--- src/rtl/ps2_key_event_decoder.sv ---
// PS/2 set-2 scan-code decoder: make/break/E0 events, E1 Pause discard, modifiers,
// optional repeat filter and event FIFO. Define KBD_ASCII_EN to add the ev_ascii output.
module ps2_key_event_decoder #(
    parameter int FIFO_DEPTH    = 8,
    parameter int FILTER_REPEAT = 1,
    localparam int PTR_W        = $clog2(FIFO_DEPTH)
) (
    input  logic       clk,
    input  logic       clrn,
    input  logic [7:0] kb_data,
    input  logic       kb_ready,
    output logic       kb_nextdata_n,
    output logic       ev_valid,
    input  logic       ev_ready,
    output logic [9:0] ev_data,
    output logic       ev_overflow,
    output logic       mod_shift,
    output logic       mod_ctrl,
    output logic       mod_alt,
`ifdef KBD_ASCII_EN
    output logic [7:0] ev_ascii,
`endif
    output logic       caps_lock
);

    localparam logic [2:0] IDLE   = 3'd0;
    localparam logic [2:0] EXT    = 3'd1;
    localparam logic [2:0] BRK    = 3'd2;
    localparam logic [2:0] EXTBRK = 3'd3;
    localparam logic [2:0] SKIP   = 3'd4;

    localparam logic [PTR_W:0] DEPTH_C = (PTR_W + 1)'(FIFO_DEPTH);

    function automatic logic is_ignored(input logic [7:0] b);
        return (b == 8'hAA) || (b == 8'hFA) || (b == 8'hEE) ||
               (b == 8'hFE) || (b == 8'h00) || (b == 8'hFF);
    endfunction

`ifdef KBD_ASCII_EN
    function automatic logic [7:0] to_ascii(input logic [7:0] code, input logic upper,
                                            input logic shift);
        logic [7:0] letter;
        logic [7:0] res;
        letter = 8'h00;
        res    = 8'h00;
        case (code)
            8'h1C: letter = 8'h61;  8'h32: letter = 8'h62;  8'h21: letter = 8'h63;
            8'h23: letter = 8'h64;  8'h24: letter = 8'h65;  8'h2B: letter = 8'h66;
            8'h34: letter = 8'h67;  8'h33: letter = 8'h68;  8'h43: letter = 8'h69;
            8'h3B: letter = 8'h6A;  8'h42: letter = 8'h6B;  8'h4B: letter = 8'h6C;
            8'h3A: letter = 8'h6D;  8'h31: letter = 8'h6E;  8'h44: letter = 8'h6F;
            8'h4D: letter = 8'h70;  8'h15: letter = 8'h71;  8'h2D: letter = 8'h72;
            8'h1B: letter = 8'h73;  8'h2C: letter = 8'h74;  8'h3C: letter = 8'h75;
            8'h2A: letter = 8'h76;  8'h1D: letter = 8'h77;  8'h22: letter = 8'h78;
            8'h35: letter = 8'h79;  8'h1A: letter = 8'h7A;
            default: letter = 8'h00;
        endcase
        // Digits follow shift only; Caps-Lock affects letters alone
        case (code)
            8'h16: res = shift ? 8'h21 : 8'h31;
            8'h1E: res = shift ? 8'h40 : 8'h32;
            8'h26: res = shift ? 8'h23 : 8'h33;
            8'h25: res = shift ? 8'h24 : 8'h34;
            8'h2E: res = shift ? 8'h25 : 8'h35;
            8'h36: res = shift ? 8'h5E : 8'h36;
            8'h3D: res = shift ? 8'h26 : 8'h37;
            8'h3E: res = shift ? 8'h2A : 8'h38;
            8'h46: res = shift ? 8'h28 : 8'h39;
            8'h45: res = shift ? 8'h29 : 8'h30;
            8'h29: res = 8'h20;
            8'h5A: res = 8'h0D;
            8'h66: res = 8'h08;
            default: res = (letter != 8'h00 && upper) ? letter - 8'h20 : letter;
        endcase
        return res;
    endfunction
`endif

    logic       accept;
    logic [2:0] state, next_state;
    logic [2:0] skip_cnt, next_cnt;
    logic       emit;
    logic [9:0] emit_ev;

    assign accept = kb_ready && kb_nextdata_n;

    always_comb begin
        next_state = state;
        next_cnt   = skip_cnt;
        emit       = 1'b0;
        emit_ev    = {2'b00, kb_data};
        case (state)
            IDLE: begin
                if (kb_data == 8'hE0) begin
                    next_state = EXT;
                end else if (kb_data == 8'hF0) begin
                    next_state = BRK;
                end else if (kb_data == 8'hE1) begin
                    next_state = SKIP;
                    next_cnt   = 3'd7;
                end else if (!is_ignored(kb_data)) begin
                    emit = 1'b1;
                end
            end
            EXT: begin
                if (kb_data == 8'hF0) begin
                    next_state = EXTBRK;
                end else if (kb_data != 8'hE0) begin
                    emit       = 1'b1;
                    emit_ev    = {2'b10, kb_data};
                    next_state = IDLE;
                end
            end
            BRK: begin
                emit       = 1'b1;
                emit_ev    = {2'b01, kb_data};
                next_state = IDLE;
            end
            EXTBRK: begin
                emit       = 1'b1;
                emit_ev    = {2'b11, kb_data};
                next_state = IDLE;
            end
            SKIP: begin
                next_cnt = skip_cnt - 3'd1;
                if (skip_cnt <= 3'd1) begin
                    next_state = IDLE;
                    next_cnt   = 3'd0;
                end
            end
            default: next_state = IDLE;
        endcase
    end

    // Stage p0: accepted byte decoded into a pending event
    logic       vld_p0;
    logic [9:0] ev_p0;

    always_ff @(posedge clk or negedge clrn) begin
        if (!clrn) begin
            state         <= IDLE;
            skip_cnt      <= 3'd0;
            kb_nextdata_n <= 1'b1;
            vld_p0        <= 1'b0;
        end else begin
            kb_nextdata_n <= !accept;
            vld_p0        <= accept && emit;
            if (accept) begin
                state    <= next_state;
                skip_cnt <= next_cnt;
            end
        end
    end

    always_ff @(posedge clk) begin
        if (accept) ev_p0 <= emit_ev;
    end

    // Stage p1: repeat filter, modifier tracking and FIFO write
    logic       ext_p0, brk_p0;
    logic [7:0] code_p0;
    logic [8:0] held_key;
    logic       held_valid;
    logic       held_match, suppress, push, pop, full, wr;
    logic [5:0] key_down;
    logic [PTR_W-1:0] wr_ptr, rd_ptr;
    logic [PTR_W:0]   count;
    logic [9:0]       ev_mem [FIFO_DEPTH];

    assign ext_p0     = ev_p0[9];
    assign brk_p0     = ev_p0[8];
    assign code_p0    = ev_p0[7:0];
    assign held_match = held_valid && (held_key == {ext_p0, code_p0});
    assign suppress   = (FILTER_REPEAT != 0) && !brk_p0 && held_match;
    assign push       = vld_p0 && !suppress;
    assign full       = (count == DEPTH_C);
    assign ev_valid   = (count != '0);
    assign pop        = ev_valid && ev_ready;
    assign wr         = push && (!full || pop);

    assign mod_shift = key_down[0] | key_down[1];
    assign mod_ctrl  = key_down[2] | key_down[3];
    assign mod_alt   = key_down[4] | key_down[5];
    assign ev_data   = ev_valid ? ev_mem[rd_ptr] : 10'd0;

    always_ff @(posedge clk or negedge clrn) begin
        if (!clrn) begin
            held_key    <= 9'd0;
            held_valid  <= 1'b0;
            key_down    <= 6'd0;
            caps_lock   <= 1'b0;
            ev_overflow <= 1'b0;
            wr_ptr      <= '0;
            rd_ptr      <= '0;
            count       <= '0;
        end else begin
            if (vld_p0 && !suppress) begin
                if (!brk_p0) begin
                    held_key   <= {ext_p0, code_p0};
                    held_valid <= 1'b1;
                end else if (held_match) begin
                    held_valid <= 1'b0;
                end
                case ({ext_p0, code_p0})
                    9'h012: key_down[0] <= !brk_p0;
                    9'h059: key_down[1] <= !brk_p0;
                    9'h014: key_down[2] <= !brk_p0;
                    9'h114: key_down[3] <= !brk_p0;
                    9'h011: key_down[4] <= !brk_p0;
                    9'h111: key_down[5] <= !brk_p0;
                    default: ;
                endcase
                if (!brk_p0 && {ext_p0, code_p0} == 9'h058) caps_lock <= !caps_lock;
            end
            if (push && full && !pop) ev_overflow <= 1'b1;
            if (wr)  wr_ptr <= wr_ptr + 1'b1;
            if (pop) rd_ptr <= rd_ptr + 1'b1;
            case ({wr, pop})
                2'b10:   count <= count + 1'b1;
                2'b01:   count <= count - 1'b1;
                default: ;
            endcase
        end
    end

    always_ff @(posedge clk) begin
        if (wr) ev_mem[wr_ptr] <= ev_p0;
    end

`ifdef KBD_ASCII_EN
    logic [7:0] asc_p0;
    logic [7:0] asc_mem [FIFO_DEPTH];

    assign asc_p0   = (ext_p0 || brk_p0) ? 8'h00 :
                      to_ascii(code_p0, mod_shift ^ caps_lock, mod_shift);
    assign ev_ascii = ev_valid ? asc_mem[rd_ptr] : 8'h00;

    always_ff @(posedge clk) begin
        if (wr) asc_mem[wr_ptr] <= asc_p0;
    end
`endif

endmodule

--- config.mk ---
export PLATFORM = sky130hd
export DESIGN_NAME = ps2_key_event_decoder
export DESIGN_NICKNAME = d
export VERILOG_FILES = /design/src/rtl/ps2_key_event_decoder.sv
export SDC_FILE = /design/constraint.sdc
export NUM_CORES = 1
export LEC_CHECK = 0
export ABC_CLOCK_PERIOD_IN_PS = 3700
export CAP_MARGIN = 40
export CORE_ASPECT_RATIO = 1.4
export CORE_MARGIN = 2
export CORE_UTILIZATION = 40
export DETAILED_ROUTE_END_ITERATION = 10
export SLEW_MARGIN = 25
export SYNTH_ARGS = -nofsm -noshare
export SYNTH_HDL_FRONTEND = slang
export SYNTH_SLANG_ARGS = --single-unit
--- constraint.sdc ---
create_clock -name clk -period 3.7 [get_ports clk]
set_clock_uncertainty 0.1 [all_clocks]
set_input_delay 0.925 -clock clk [delete_from_list [all_inputs] [get_ports clk]]
set_output_delay 0.925 -clock clk [all_outputs]
set_load 0.1 [all_outputs]
# After elaboration in Yosys (flattened, before gate mapping)
# Memories as Yosys holds them, arrays and structs flattened.
# Index checks and enable logic that the tools add are counted.
classes:
  addsub: 5
  bitwise_logic: 4
  muxes: 28
  eq_ne: 31
  order_cmp: 1
  n_reduce_logical: 39
op_table:
  columns: ["op", "count"]
  rows:
  - ["8-bit == test (second input constant)", 8]
  - ["10-bit two-way mux", 3]
  - ["3-bit two-way mux", 10]
  - ["10-bit one-hot mux with 3 select lines", 1]
  - ["9-bit by 5-bit == test with 1-bit output (second input constant)", 3]
  - ["9-bit by 7-bit == test with 1-bit output (second input constant)", 2]
  - ["9-bit == test (second input constant)", 2]
  - ["2-bit AND reduction", 9]
  - ["1-bit logical AND", 10]
  - ["1-bit two-way mux", 10]
  - ["9-bit == test", 1]
  - ["3-bit one-hot mux with 3 select lines", 1]
  - ["8-bit logical NOT", 1]
  - ["2-bit != test (second input constant)", 4]
  - ["8-bit != test (second input constant)", 1]
  - ["4-bit one-hot mux with 2 select lines", 1]
  - ["3-bit by 1-bit adder with 3-bit output (second input constant)", 2]
  - ["3-bit by 2-bit == test with 1-bit output (second input constant)", 2]
  - ["1-bit logical NOT", 6]
  - ["1-bit logical OR", 6]
  - ["3-bit one-hot mux with 2 select lines", 1]
  - ["5-bit AND reduction", 1]
  - ["4-bit by 1-bit adder with 4-bit output (second input constant)", 1]
  - ["4-bit == test (second input constant)", 1]
  - ["other kinds (18)", 21]
totals:
  memories: 1
  input_bits: 12
  reg_bits: 46
  ram_bits: 80
  word_cells: 127
  out_inout_bits: 17
memory_table:
  columns: ["memory", "depth", "word_bits", "rd", "rd_ports_with_merged_regs", "write_ports", "line_no", "source"]
  rows:
  - ["ev_mem", 8, 10, 1, 0, 1, "168", "logic [9:0] ev_mem [FIFO_DEPTH];"]

# Depth between registers and ports, before layout
depth:
  depth_word: 12
  ltp_mapped: 13
  mapped_depth_nobuf: 11

# Least setup slack after synthesis
# Ideal clock, no wire load.
synth_timing:
  path_type: "register to output"
  start: "reg rd_ptr[0]"
  end: "out ev_data[0]"
  t_required_ps: 2675
  slack_ps: 380
  arrival_time_ps: 2295
  path_buffers: 1
  path_stages_with_launch: 5
  cell_sequence: "dfrtp_1 > buf_2 > mux4_2 > mux2i_1 > nor2_1"
synth_via:
  elab_chain_cells: 2
synth_lines:
  columns: ["item", "line_no", "source"]
  rows:
  - ["start: declaration", "166", "logic [PTR_W-1:0] wr_ptr, rd_ptr;"]
  - ["start signal: assignment", "217", "if (pop) rd_ptr <= rd_ptr + 1'b1;"]
  - ["memory 8 x 10 bit", null, null]
  - ["10-bit two-way mux", "184", "assign ev_data = ev_valid ? ev_mem[rd_ptr] : 10'd0;"]
  - ["end: declaration", "15", "output logic [9:0] ev_data,"]
# Every way passes these cells.

# Worst setup path after layout
layout_timing:
  start: "reg rd_ptr[0]"
  end: "out ev_data[1]"
# Same word-level chain as after synthesis.

==> impl_results.md <==
* Cell Count, Final, Fillers Out at 615
* Largest fanout on the critical path at 22
* Cell breakdown of the critical path: buf_4, mux4_2, mux2i_1, nor2_1, buf_12
* Netlist area before placement at 5540 um2
* Worst Path Class, Setup: reg2out
* DIE HEIGHT at 143 um
* Crit path depth at 5
* Post-route DRC violation count at 0
* Top FF cell, synth: edfxtp_1
* Synthesized flop and latch total at 126
* Setup TNS after final layout at 0 ns
* Total net switching power at 0.00220 W
* Synthesized-area fraction occupied by ao, oa, aoi and oai cells at 0.0524
* Status: completed
* Routed via count at 3272
* Number of buffers inserted to repair setup after CTS at 0
* Number of nets in the synthesized netlist at 385
* Largest net degree at the start of global routing at 26
* Unrepaired setup endpoints after global routing: false
* Area after detailed placement at 6280 um2
* Data arrival time of the critical path at 2.18 ns
* Ratio of cells with drive above 1 in the final layout at 0.254
* Shortest clock period the worst path allows after layout at 3.21 ns
* Initial cell density of the core at 0.412
* Combinational family with the most area after synthesis: multiplexers
* Number of enable flip-flop cells after synthesis at 90
* Portion of the post-synthesis area used by sequential elements at 0.650
* Placer's final routability congestion estimate at 0.763
* Antenna violations before repair at 0
* Switching portion of total power at 0.385
* Number of distinct standard cells referenced by the synthesized netlist at 52
* Synthesis Warnings at 0
* Static leakage power at 2.53 nW
* Post-Synthesis Mean Instance Area at 15.1 um2
* Nets at 439
* Slowest-stage cell, CP: mux4_2
* Top-Level Pins at 29
* Number of clock sinks at 126
* Slew @ Worst Pin at 0.793 ns
* Number of global-route vias before repair at 3414
* Die outline area at 14800 um2
* Max VDD drop at 0.730 mV
* Number of slew-limit violations in the final report at 0
* Area of all placed cells without fillers at 6860 um2
* Max transition margin at 0.467
* Remaining number of nets flagged by the antenna check after routing at 0
* Antenna Cells at 0
* Combinational group share of total power at 0.406
* CTS buffer count at 17
* Detailed placer's ending HPWL at 7500 um
* First drt pass iteration count at 4
* Max H-tree Level at 4
* Remaining global-route overflow at 0
* Total placed cells including tap cells at 582
* Maximum cell stage delay along the critical path at 0.58 ns
* Final hold viol count at 0
* Part of the total power dissipated in the clock network at 0.272
* Adder-cell share of the synthesized area at 0.0172
* Site row count at 50
* Count of routing violations after the opening detailed-route iteration at 145
* Endpoints failing setup at 0
* Sequential fraction of design power at 0.322
* Crit end category: output pin
* Worst-skew pair later-pin latency at 0.41 ns
* Post-Synth XOR/XNOR Area at 0.0284
* Signed area change from the synthesized netlist to the final layout at 23.7%
* Horizontal extent of the die at 103 um
* Gates resized, CTS repair at 0
* Final worst-path cycle share at 0.867
* Max Cap Viol at 0
* Power consumption at 0.00573 W
* Commonest non-fill, non-tap cells in the layout: 90 x edfxtp_1, 35 x dfrtp_1, 28 x nor2_1, 21 x buf_4, 20 x mux4_2
* Wire length of the first global-routing pass at 18000 um
* Post-synthesis cell count at 366
* Critical Path Start: rd_ptr[0]$_DFFE_PN0N_
* IO Port Bufs at 28
* CP Buf/Inv Count at 2
* Library cell used as clock root buffer: clkbuf_16
* Fraction of synthesis flops using an asynchronous set or reset pin at 0.286
* Wirelength per Cell at 17.8 um
* Fillcell total at 1134
* Internal portion of total power at 0.00353 W
* Areal power density over the cells at 836 nW/um2
* Detail-routed via count per cell at 5.32
* Fraction of the mapped netlist area in simple logic gates at 0.0964
* CTS Hold Buffers Added at 0
* All-layer global routing usage at 0.166
* Startpoint of the most critical register-to-register path: ev_p0[7]$_DFFE_PP_
* Data required time of the critical path at 2.67 ns
* Type of the worst min-delay path: in2async
* Number of cells traversed by the worst register-to-register path at 10
* Clock tree from TritonCTS: done
* Commonest non-fill, non-tap cell in the layout: edfxtp_1
* Worst path top cell family by delay: multiplexers
* Maximum clock path buffer count at 2
* Kind of start point of the critical path: flip-flop
* Peak Freq at 312 MHz
* Hold Worst Slack at 0.297 ns
* Floorplan Core Area at 13500 um2
* Post-Route WL at 10900 um
* CTS clk-pin slew, worst paths at 0.06 ns
* Share of cell area taken by muxes after synthesis at 0.131
-- synth_stat cells, drive strengths merged (2+ instances only) --
cell type   n  area (um2)
mux2i      15         150
xnor2      12         131
o41ai       2        25.0
nand2      19        71.3
ha          6        75.1
nand4       7        58.8
nand4b      3        26.3
clkbuf     11        41.3
o41a        2        22.5
nor2       28         105
a211oi      2        15.0
a21oi       9        45.0
nand3       3        15.0
and3        2        12.5
nand2b      4        25.0
xor2        3        26.3
dfrtp      35         876
o21ai      10        50.1
a21o        2        15.0
mux4       20         450
nor4        6        37.5
o31ai       4        30.0
inv        14        52.6
buf         5        37.5
nor3b       4        30.0
or2         3        18.8
nor3       10        50.1
mux2       11         128
edfxtp     90        2700
o211ai      2        15.0
and4        2        17.5
or3         6        37.5
-- power groups by stage --
stage | clock (W) | sequential, W | combinational [W]
floorplan | 0 | 0.00184 | 0.00164
global placement | 0 | 0.00187 | 0.00231
detailed placement | 0 | 0.00187 | 0.00235
CTS | 0.00159 | 0.00185 | 0.00235
global route | 0.00166 | 0.00187 | 0.00247
finish | 0.00156 | 0.00184 | 0.00232
-- through the flow --
| stage | util | worst slack (ns) |
|---|---|---|
| after floorplan | - | 0.380 |
| after global placement | 0.460 | 0.571 |
| after detailed placement | 0.467 | 0.469 |
| after CTS | 0.509 | 0.425 |
| after global routing | 0.510 | 0.224 |
| final | 0.510 | 0.492 |
-- logic make-up (layout without fill, tap and decap cells) --
| family | count (synthesis) | after routing |
|---|---|---|
| multiplexers | 46 | 46 |
| buffers and inverters | 30 | 97 |
| flip-flops | 126 | 126 |
| AO/OA/AOI/OAI | 42 | 42 |
| XOR/XNOR | 15 | 15 |
| AND/OR/NAND/NOR | 100 | 100 |
| adder cells (fa/ha/maj) | 7 | 7 |
-- worst reg2reg max path, stage by stage, from the launching register on --
cell and delay [ns]:
edfxtp_1 0.57, xnor2_1 0.23, nand4_1 0.34, o41ai_2 0.40, nand2_1 0.14, inv_1 0.12, ha_1 0.23, a21o_1 0.17
a21oi_1 0.28, nor3_1 0.08, o311ai_0 0.32
-- registers in the layout, indices dropped and copies added (netlist names) --
register	cells
caps_lock	1
count	4
ev_mem	80
ev_overflow	1
ev_p0	10
held_key	9
held_valid	1
kb_nextdata_n	1
key_down	6
rd_ptr	3
skip_cnt	3
state	3
vld_p0	1
wr_ptr	3
-- layer usage --
metal / track usage / vias to the layer above / wire [um]
li1: - / 1519 / -
met1: 0.189 / 1668 / 4280
met2: 0.294 / 72 / 6100
met3: 0.0445 / 13 / 358
met4: 0.0582 / 0 / 184
met5: 0 / - / 0
-- final cells by class --
cell class / instances / area [um2] / share of cell area
multi-input cells: 210 / 1810 / 0.263
clock inverters: 15 / 139 / 0.0203
clock buffers: 17 / 425 / 0.0620
repair buffers: 51 / 602 / 0.0878
flip-flops and latches: 126 / 3600 / 0.526
inverters: 14 / 52.6 / 0.00766
well taps: 182 / 228 / 0.0332
-- worst paths after layout --
kind                                      endpoint  slack (ns)
setup / recovery                        ev_data[1]        0.49
max in group asynchronous  kb_nextdata_n$_DFF_PN1_        2.70
hold / removal             held_key[7]$_DFFE_PN0P_        0.30
min in group clk           ev_overflow$_DFFE_PN0P_        0.36
setup reg to reg              count[3]$_DFFE_PN0P_        0.61
hold reg to reg            ev_overflow$_DFFE_PN0P_        0.36
(Power assumes the default switching activity.)
